--- src/rtl/console_pkg.sv ---
// Shared types and constants for the console output arbiter.
// Benches use CHAR_CR / CHAR_LF as message terminators.
package console_pkg;

    typedef enum logic [0:0] {
        IDLE  = 1'b0,
        GRANT = 1'b1
    } arb_state_e;

    localparam int DEFAULT_DATA_W = 8;

    localparam logic [7:0] CHAR_CR = 8'h0D;
    localparam logic [7:0] CHAR_LF = 8'h0A;

    // Successor of a requester index, wrapping modulo n.
    function automatic int next_idx(input int idx, input int n);
        return (idx + 1 >= n) ? 0 : idx + 1;
    endfunction

endpackage

--- src/rtl/rr_pick.sv ---
// Combinational round-robin picker: first valid index at or above rr_ptr_i,
// wrapping modulo N_REQ.
module rr_pick #(
    parameter int N_REQ = 2,
    parameter int IDX_W = $clog2(N_REQ)
) (
    input  logic [N_REQ-1:0] valid_i,
    input  logic [IDX_W-1:0] rr_ptr_i,
    output logic [IDX_W-1:0] idx_o,
    output logic             any_valid_o
);

    logic [IDX_W:0]   sum_s;
    logic [IDX_W-1:0] cand_s;
    logic             found_s;

    // Scan upward from the pointer; the first hit wins.
    always_comb begin
        idx_o   = '0;
        found_s = 1'b0;
        sum_s   = '0;
        cand_s  = '0;
        for (int k = 0; k < N_REQ; k++) begin
            sum_s = {1'b0, rr_ptr_i} + (IDX_W+1)'(k);
            if (sum_s >= (IDX_W+1)'(N_REQ)) begin
                sum_s = sum_s - (IDX_W+1)'(N_REQ);
            end else begin
                sum_s = sum_s;
            end
            cand_s = sum_s[IDX_W-1:0];
            if (!found_s && valid_i[cand_s]) begin
                idx_o   = cand_s;
                found_s = 1'b1;
            end else begin
                found_s = found_s;
            end
        end
    end

    assign any_valid_o = |valid_i;

endmodule

--- src/rtl/console_out_arbiter.sv ---
// Round-robin arbiter sharing one byte-wide console output among N_REQ requesters.
// Define CONSOLE_ARB_LOCK_EN to hold a grant until REQ_LAST or LOCK_TIMEOUT idle cycles.
module console_out_arbiter
    import console_pkg::*;
#(
    parameter int N_REQ        = 2,
    parameter int DATA_W       = DEFAULT_DATA_W,
    parameter int LOCK_TIMEOUT = 16
) (
    input  logic                      CLK,
    input  logic                      RESETn,
    input  logic [N_REQ*DATA_W-1:0]   REQ_DATA,
    input  logic [N_REQ-1:0]          REQ_VALID,
    input  logic [N_REQ-1:0]          REQ_LAST,
    output logic [N_REQ-1:0]          REQ_READY,
    output logic [DATA_W-1:0]         CONSOLE_OUT,
    output logic                      CONSOLE_OUT_valid,
    input  logic                      CONSOLE_OUT_ready,
    output logic [$clog2(N_REQ)-1:0]  GRANT_ID,
    output logic                      BUSY
);

    localparam int IDX_W = $clog2(N_REQ);

    arb_state_e        state_q;
    logic [IDX_W-1:0]  grant_q;
    logic [IDX_W-1:0]  rr_ptr_q;
    logic [DATA_W-1:0] out_data_q;
    logic              out_full_q;

    logic [DATA_W-1:0] req_bytes_s [N_REQ];
    logic [IDX_W-1:0]  pick_idx_s;
    logic              pick_any_s;
    logic              gnt_valid_s;
    logic              gnt_ready_s;
    logic              accept_s;
    logic              release_s;

    // Unpack the flat data bus so the granted byte is a simple array read.
    always_comb begin
        for (int i = 0; i < N_REQ; i++) begin
            req_bytes_s[i] = REQ_DATA[i*DATA_W +: DATA_W];
        end
    end

    rr_pick #(
        .N_REQ (N_REQ),
        .IDX_W (IDX_W)
    ) u_rr_pick (
        .valid_i     (REQ_VALID),
        .rr_ptr_i    (rr_ptr_q),
        .idx_o       (pick_idx_s),
        .any_valid_o (pick_any_s)
    );

    assign gnt_valid_s = REQ_VALID[grant_q];
    assign gnt_ready_s = (state_q == GRANT) && (!out_full_q || CONSOLE_OUT_ready);
    assign accept_s    = gnt_valid_s && gnt_ready_s;

`ifdef CONSOLE_ARB_LOCK_EN
    localparam int TMO_W = $clog2(LOCK_TIMEOUT + 1);

    logic [TMO_W-1:0] tmo_q;
    logic             timeout_s;

    // Release fires on the edge where the idle count would reach LOCK_TIMEOUT.
    assign timeout_s = (state_q == GRANT) && !gnt_valid_s &&
                       (tmo_q == TMO_W'(LOCK_TIMEOUT - 1));
    assign release_s = (accept_s && REQ_LAST[grant_q]) || timeout_s;

    // Idle-cycle counter for the held grant; stalls under output backpressure.
    always_ff @(posedge CLK or negedge RESETn) begin
        if (!RESETn) begin
            tmo_q <= '0;
        end else if ((state_q != GRANT) || accept_s || timeout_s) begin
            tmo_q <= '0;
        end else if (!gnt_valid_s) begin
            tmo_q <= tmo_q + TMO_W'(1);
        end
    end
`else
    logic unused_cfg_s;

    assign unused_cfg_s = (^REQ_LAST) ^ (LOCK_TIMEOUT > 1);
    assign release_s    = accept_s;
`endif

    // Arbitration FSM plus the single-entry output register.
    always_ff @(posedge CLK or negedge RESETn) begin
        if (!RESETn) begin
            state_q    <= IDLE;
            grant_q    <= '0;
            rr_ptr_q   <= '0;
            out_data_q <= '0;
            out_full_q <= 1'b0;
        end else begin
            if (accept_s) begin
                out_data_q <= req_bytes_s[grant_q];
                out_full_q <= 1'b1;
            end else if (out_full_q && CONSOLE_OUT_ready) begin
                out_full_q <= 1'b0;
            end
            case (state_q)
                IDLE: begin
                    if (pick_any_s) begin
                        state_q <= GRANT;
                        grant_q <= pick_idx_s;
                    end
                end
                GRANT: begin
                    if (release_s) begin
                        state_q  <= IDLE;
                        rr_ptr_q <= IDX_W'(next_idx(int'(grant_q), N_REQ));
                    end
                end
                default: state_q <= IDLE;
            endcase
        end
    end

    assign REQ_READY         = gnt_ready_s ? (N_REQ'(1) << grant_q) : '0;
    assign CONSOLE_OUT       = out_data_q;
    assign CONSOLE_OUT_valid = out_full_q;
    assign GRANT_ID          = grant_q;
    assign BUSY              = (state_q == GRANT) || out_full_q;

endmodule
--- config.mk ---
export PLATFORM = sky130hd
export DESIGN_NAME = console_out_arbiter
export DESIGN_NICKNAME = d
export VERILOG_FILES = /design/src/rtl/console_pkg.sv /design/src/rtl/rr_pick.sv /design/src/rtl/console_out_arbiter.sv
export SDC_FILE = /design/constraint.sdc
export NUM_CORES = 1
export LEC_CHECK = 0
export CELL_PAD_IN_SITES_DETAIL_PLACEMENT = 0
export CELL_PAD_IN_SITES_GLOBAL_PLACEMENT = 1
export CORE_UTILIZATION = 25
export DETAILED_ROUTE_END_ITERATION = 10
export HOLD_SLACK_MARGIN = 0.06
export PLACE_DENSITY = 0.69
export SYNTH_ARGS = -nofsm -noshare
export SYNTH_HDL_FRONTEND = slang
export SYNTH_SLANG_ARGS = --single-unit
--- constraint.sdc ---
create_clock -name CLK -period 1.5 [get_ports CLK]
set_input_delay 0.15 -clock CLK [delete_from_list [all_inputs] [get_ports CLK]]
set_output_delay 0.15 -clock CLK [all_outputs]
set_load 0.01 [all_outputs]
After elaboration in Yosys (flattened, before gate mapping) --
Index checks and enable logic that the tools add are counted.
Word-level totals: bits in registers 12, input port bits 23, output and inout bits 13, word-level logic and storage cells 52
Cells by class: add/sub/neg operators 4, $lt $le $gt $ge 7, shift-type cells 1, mux-type cells 21, bitwise operators 2, reductions and logical operators 12
Operators by type and width (number):
- $mux W8 | 3
- $mux W1 | 16
- $ge A2 B2 Y1 const B | 3
- $lt A1 B2 Y1 const B | 3
- $add A1 B1 Y2 const B | 2
- $logic_and A1 B1 Y1 | 4
- $reduce_and A2 Y1 | 2
- $ge A1 B2 Y1 const B | 1
- $logic_not A1 Y1 | 2
- $logic_or A1 B1 Y1 | 2
- $mux W2 | 1
- $not A1 Y2 | 1
- $pmux W1 S2 | 1
- $reduce_bool A2 Y1 | 1
- $reduce_or A2 Y1 | 1
- $shl A1 B1 Y2 const A | 1
- $sub A1 B1 Y1 const B | 2
- $not A1 Y1 | 1

Longest topological paths before layout --
Gate-level depths: netlist of the first run.
depth after elaboration 8, depth in mapped cells 4, gate-level depth less buffers 3

Modules after synthesis --
From an unflattened synthesis of the first run, not the netlist that was laid out.
Unflattened totals: cell total of the unflattened synthesis 48, area, all modules 654.4 sq um
By module, submodules not included:
- console_out_arbiter | instances 1, cells an instance 45, area an instance 636.9 sq um, seq. area each 300.3 sq um
- rr_pick | instances 1, cells an instance 3, area an instance 17.5 sq um, seq. area each 0.0 sq um

Worst setup path before layout of the first run --
No wires, ideal clock.
path type reg-to-reg, start reg grant_q (netlist: GRANT_ID), end reg out_data_q[0] (netlist: CONSOLE_OUT[0]), library setup time 0.125 ns, arrival 1.266 ns, data required time 1.375 ns, path slack 0.109 ns, cell stages (with the launch flop) 4, path buffers 1, clock period less this slack 1.391 ns, cell sequence dfrtp_1 -> buf_2 -> mux2_2 -> mux2_4
On the way: longest elaborated chain between the ends 4, elaborated cells between the ends (all ways) 7, those cells by class mux: 5; bitwise: 1; reduce/logical: 1
RTL lines:
- start: declaration | line console_out_arbiter.sv:26 | logic [IDX_W-1:0] grant_q;
- start signal: assignment | line console_out_arbiter.sv:107 | grant_q <= pick_idx_s;
- $not A1 Y2 (implied by the code) | line console_out_arbiter.sv:98 | out_data_q <= req_bytes_s[grant_q];
- $mux W8 (implied by the code) (3 in series) | line console_out_arbiter.sv:98
- end signal: assignment | line console_out_arbiter.sv:98
- end: declaration | line console_out_arbiter.sv:28 | logic [DATA_W-1:0] out_data_q;
Several ways; a longest one is shown, not always the timed one. The select of a mux whose other input is x is not followed. A chain may end at the register's enable or synchronous reset.

Worst setup path after layout of the first run --
start reg grant_q (netlist: GRANT_ID), end reg out_data_q[7] (netlist: CONSOLE_OUT[7])
Same word-level chain as after synthesis.

==> results of run 1 <==
## registers in the layout, indices dropped and copies added, names as in the netlist
| register | count |
|---|---|
| CONSOLE_OUT | 8 |
| CONSOLE_OUT_valid | 1 |
| GRANT_ID | 1 |
| rr_ptr_q | 1 |
| state_q | 1 |
## placed cells by master (no fill, tap or decap)
cell type and n:
a21oi_1 2, a31o_2 1, a31oi_1 2, and3_1 1
buf_4 10, clkbuf_2 1, clkbuf_4 3, clkbuf_8 1
clkdlybuf4s15_1 1, clkdlybuf4s50_1 30, dfrtp_1 12, dlygate4sd2_1 1
inv_1 2, mux2_2 8, mux2_4 9, nand2_1 3
nand3_2 1, nand3_4 1, nor2_1 1, o31a_2 1
or2_2 1, or2b_4 1
## timing repair
| item | CTS | global route |
|---|---|---|
| setup buffers | 1 | 1 |
| endpoints found under the hold margin | 0 | 0 |
| setup endpoints to repair | 4 | 9 |
| hold buffers | 0 | 0 |
| pin swaps | 0 | 1 |
| gates cloned | 0 | 1 |
| gates resized for setup | 6 | 1 |
## worst max-delay path: stages (launching register included)
cell and delay, ps:
dfrtp_1 390, buf_4 150, mux2_4 320, nand3_2 170, mux2_4 310
## where the power goes
part	switching (mW)	internal, mW	total [mW]	leakage, nW
Sequential	0.0986	0.492	0.590	0.141
Combinational	0.482	0.845	1.33	0.345
Clock	0.105	0.147	0.253	0.0210
Total	0.686	1.48	2.17	0.507
## final cells by class
class | count | area [sq um]
clock buffer | 4 | 36.3
sequential | 12 | 300
inverter | 2 | 7.51
fill | 224 | 1210
multi-input combinational | 32 | 333
tap | 28 | 35.0
timing repair buffer | 43 | 399
## routing by layer
| layer | up-vias | share of wire, % |
|---|---|---|
| met5 | - | 0 |
| met4 | 0 | 0.94 |
| met3 | 2 | 6.3 |
| met2 | 23 | 45 |
| met1 | 261 | 48 |
| li1 | 259 | - |
## worst paths after layout
path / endpoint / slack, ps
worst max-delay path: CONSOLE_OUT[7] / 40
worst min-delay path: GRANT_ID / 230
worst max register to register: CONSOLE_OUT[7] / 40
worst min register to register: CONSOLE_OUT[5] / 520
max in group asynchronous: CONSOLE_OUT[2] / 910
min in group CLK: CONSOLE_OUT[5] / 520
## cell families (layout without fill, tap and decap cells)
family                 Yosys count  in the layout  synth area share [%]
AND/OR/NAND/NOR                  8              9                  8.40
flip-flops                      12             12                  46.9
multiplexers                    17             17                  35.2
AO/OA/AOI/OAI                    6              6                  6.45
buffers and inverters            4             49                  3.13
## stage by stage
stage                     power (mW)  TNS, ps  worst slack [ps]
final                           2.17        0              38.8
after global routing            2.32        0              7.67
after CTS                       2.17        0              10.3
after detailed placement        1.89    -1510              -168
after global placement          1.88    -1340              -155
after floorplan                 1.30        0               109
==> summary.md, run 1 <==
| Metric | Value |
|---|---|
| First-pass GRT wire length | 2380 um |
| RSZ-0062 raised after global routing | false |
| Placed cells | 114 |
| Bufs on Longest Clock Path | 2 |
| Synth top area share | 46.9% |
| GR peak layer | met2 |
| Io pins | 36 |
| Area Overhead vs Synth | 73.4% |
| Yosys Warn Count | 0 |
| Async SR Flop Fraction | 100% |
| Die ar. | 2770 sq um |
| Mean routed wirelength per cell | 12.4 um |
| Post-layout util | 47.9% |
| Syn Area/Cell | 13.6 sq um |
| Startpoint Class | register |
| Core Region | 2320 sq um |
| N_diodes | 0 |
| Die Y-Extent | 52.6 um |
| Worst slew pin tran | 544 ps |
| Count leader, synth | dfrtp_1 |
| Die X | 52.6 um |
| Ranking of synthesized cells by area | dfrtp_1 (47%), mux2_4 (21%), mux2_2 (14%) |
| Routability cong. | 0.746 |
| Fmax | 0.684 GHz |
| Leakage | 0.507 nW |
| Clock Pin Slew Worst Setup and Hold Paths | 80 ps |
| Final Hold Viols | 0 |
| Synth Flop Type | dfrtp_1 |
| Sequential cell area fraction in the yosys report | 46.9% |
| Setup violations, final | 0 |
| GRT Total Usage | 12.1% |
| Skew final | 1.71 ps |
| Fin cells | 121 |
| Row count | 17 |
| CTS sink cnt | 12 |
| Area after DPL | 1050 sq um |
| Grt met3 use | 4.35% |
| # nets final | 117 |
| Worst Path Max Fanout | 5 |
| Met2 usage | 19.2% |
| Largest net degree at the start of global routing | 13 |
| Later-pin clock latency in the skew report | 270 ps |
| CP Capture Type | register |
| Synthesized instance count | 47 |
| CTS Buf Count | 3 |
| Status | complete, no violations |
| Met1 Usage GRT | 14.4% |
| Final-report max-slew violation count | 0 |
| Iteration-0 DRC Markers | 3 |
| Mapped Nets | 70 |
| Via Count | 545 |
| Largest area contributor in the netlist | dfrtp_1 |
| Clock tree from TritonCTS | built |
| R2R depth | 4 |
| Overflow after GRT | 0 |
| PD cells | 1950 nW/um^2 |
| Worst r2r src | GRANT_ID |
| Worst Path Required | 1660 ps |
| DRC | 0 |
| Cell area after layout | 1110 sq um |
| VDD IR-drop max | 0.925 mV |
| DP HPWL | 1070 um |
| Initial antenna violation count | 0 |
| Initial Util | 27.6% |
| Vias in the first global route | 559 |
| Fin crit period | 1460 ps |
| Avg Vias per Cell | 4.50 |
| Pre-Repair DR Iteration Count | 3 |
| Final ANT Viol Nets | 0 |
| Worst Hold Class | in2async |
| Commonest cells post-synth | dfrtp_1 (12), mux2_4 (9), mux2_2 (8), nand2_1 (3) |
| Max_cap viols | 0 |
| Arr. time, crit path | 1620 ps |
| Post-synthesis cell area | 641 sq um |
| Root buf cell | clkbuf_4 |
| Layout cells sized above 1 | 40.9% |
| Post-synth cell types | 16 |
| CP startpoint | GRANT_ID |
| Final Cycle Share | 97.4% |
| Seq cells post-synth | 12 |
| Number of synthesized flops with an enable pin | 0 |
| Port Buffers | 33 |
| Worst slew margin | 63.7% |
| Hold WS | 233 ps |
| DRT Wirelength | 1500 um |
| Critical path class | reg2reg |
| Htree depth | 1 |
No activity file was read; power rests on OpenSTA's default activity.
==> run 2, diff against run 1 <==
--- a/config.mk
+++ b/config.mk
@@ -11,6 +11,7 @@
 export DETAILED_ROUTE_END_ITERATION = 10
 export HOLD_SLACK_MARGIN = 0.06
 export PLACE_DENSITY = 0.69
+export SKIP_CTS_REPAIR_TIMING = 1
 export SYNTH_ARGS = -nofsm -noshare
 export SYNTH_HDL_FRONTEND = slang
 export SYNTH_SLANG_ARGS = --single-unit
==> summary.md, run 2 (synthesis gave the netlist of run 1 again) <==
| Metric | Value |
|---|---|
| Htree depth | 1 (unchanged) |
| Mean routed wirelength per cell | 11.9 um (-3.9%) |
| Final Hold Viols | 0 (unchanged) |
| Max_cap viols | 0 (unchanged) |
| Bufs on Longest Clock Path | 2 (unchanged) |
| Tot Pwr | 2.16 mW (-0.41%) |
| DP HPWL | 1070 um (unchanged) |
| Later-pin clock latency in the skew report | 270 ps (about the same) |
| Die Y-Extent | 52.6 um (unchanged) |
| Worst r2r src | CONSOLE_OUT_valid |
| Worst Hold Class | in2async |
| N_diodes | 0 (unchanged) |
| CTS sink cnt | 12 (unchanged) |
| Cell area after layout | 1120 sq um (+0.68%) |
| Final-report max-slew violation count | 0 (unchanged) |
| Most common cell after layout, fill and taps aside | clkdlybuf4s50_1 |
| Via Count | 533 (-2.2%) |
| Startpoint Class | register |
| Fillers | 224 (unchanged) |
| Critical path class | reg2out |
| Final ANT Viol Nets | 0 (unchanged) |
| Leakage | 0.537 nW (+6.0%) |
| Arr. time, crit path | 1240 ps (-380 ps) |
| PD cells | 1930 nW/um^2 (-1.1%) |
| CTS Buf Count | 3 (unchanged) |
| Fmax | 0.718 GHz (+4.9%) |
| Vias in the first global route | 548 (-2.0%) |
| Pre-Repair DR Iteration Count | 1 (-2) |
| Worst Path Max Fanout | 2 (-3) |
| Final Cycle Share | 92.9% (-4.5 points) |
| R2R depth | 4 (unchanged) |
| First-pass GRT wire length | 2350 um (-1.4%) |
| Worst Path Required | 1350 ps (-310 ps) |
| Worst slew margin | 63.1% (-0.55 points) |
| Io pins | 36 (unchanged) |
| Routability cong. | 0.746 (unchanged) |
| DRC | 0 (unchanged) |
| Setup violations, final | 0 (unchanged) |
| Status | complete, no violations |
| Worst r2r dst | CONSOLE_OUT[4] |
| Port Buffers | 33 (unchanged) |
| RSZ-0062 raised after global routing | false |
| Row count | 17 (unchanged) |
| R2R Setup Slk | 110 ps (+70 ps) |
| Most frequent cells in the layout | clkdlybuf4s50_1 (29), dfrtp_1 (11), buf_4 (10), mux2_4 (9), mux2_2 (8) |
| Fin crit period | 1390 ps (-67.8 ps) |
| Largest net degree at the start of global routing | 13 (unchanged) |
| Core Region | 2320 sq um (unchanged) |
| Avg Vias per Cell | 4.44 (-1.4%) |
| Initial antenna violation count | 0 (unchanged) |
| Initial Util | 27.6% (unchanged) |
| Layout cells sized above 1 | 40.2% (-0.64 points) |
| GRT Total Usage | 11.9% (-0.12 points) |
| Clock tree from TritonCTS | built |
| Die X | 52.6 um (unchanged) |
| Largest register FFs | 8 (unchanged) |
| Area Overhead vs Synth | 74.6% |
| Die ar. | 2770 sq um (unchanged) |
| Clock Pin Slew Worst Setup and Hold Paths | 80 ps (about the same) |
| CP Capture Type | output pin |
| Worst slew pin tran | 552 ps (+8.20 ps) |
| Root buf cell | clkbuf_4 |
| Overflow after GRT | 0 (unchanged) |
| # nets final | 116 (-0.85%) |
| VDD IR-drop max | 0.817 mV (-12%) |
| Skew final | 0.761 ps (-0.953 ps) |
| DRT Wirelength | 1430 um (-4.7%) |
| Area after DPL | 1050 sq um (unchanged) |
| Iteration-0 DRC Markers | 0 (-3) |
[run 2: changes by cell type in the layout (fill, tap and decap cells not counted), sizes merged]
cell and change:
dlymetal6s2s +4, clkbuf -1, clkdlybuf4s15 -1, clkdlybuf4s50 -1, dlygate4sd2 -1, nand3 -1
[run 2: area by class of cell]
cell class | instances | area [sq um] | share of cell area, %
tap | 28 | 35.0 | 3.13
sequential | 12 | 302 | 27.0
inverter | 2 | 7.51 | 0.671
timing repair buffer | 43 | 415 | 37.1
clock buffer | 4 | 36.3 | 3.24
multi-input combinational | 31 | 323 | 28.9
[run 2: worst max path at each step]
stage                            from                 to  slack, ps  cells past startpoint
floorplan                    GRANT_ID     CONSOLE_OUT[0]        110                      3
global placement    CONSOLE_OUT_ready       REQ_READY[1]       -160                      4
detailed placement  CONSOLE_OUT_ready       REQ_READY[1]       -170                      4
CTS                 CONSOLE_OUT_valid       REQ_READY[1]       -270                      3
global route        CONSOLE_OUT_valid       REQ_READY[1]         50                      3
finish              CONSOLE_OUT_valid  CONSOLE_OUT_valid        110                      2
[run 2: worst max-delay path, stage by stage, from the launching register on]
cell,delay [ps]
dfrtp_1,380
buf_4,130
clkdlybuf4s50_1,460
[run 2: layer usage]
layer  up-vias  track usage, %  wire, um  share of wire (%)
met1       252            14.4       668                 47
met4         0            5.26        14               0.98
li1        256               -         -                  -
met5         -               0         0                  0
met3         2            4.35        96                6.7
met2        23            18.8       647                 45
[run 2: metrics by stage]
step	cells	hold WS [ps]	TNS, ps	util (%)	setup WS (ps)
6_report	120	235	0	48.2	107
4_1_cts	118	247	-733	47.0	-268
3_5_place_dp	114	491	-1510	45.4	-168
5_1_grt	120	267	0	48.2	49.0
2_1_floorplan	47	-146	0	-	109
3_3_place_gp	114	495	-1340	45.4	-155
[run 2: power breakdown]
group          switching (mW)  total (mW)  internal, mW
Sequential              0.107       0.601         0.494
Clock                   0.108       0.256         0.147
Combinational           0.451        1.30         0.854
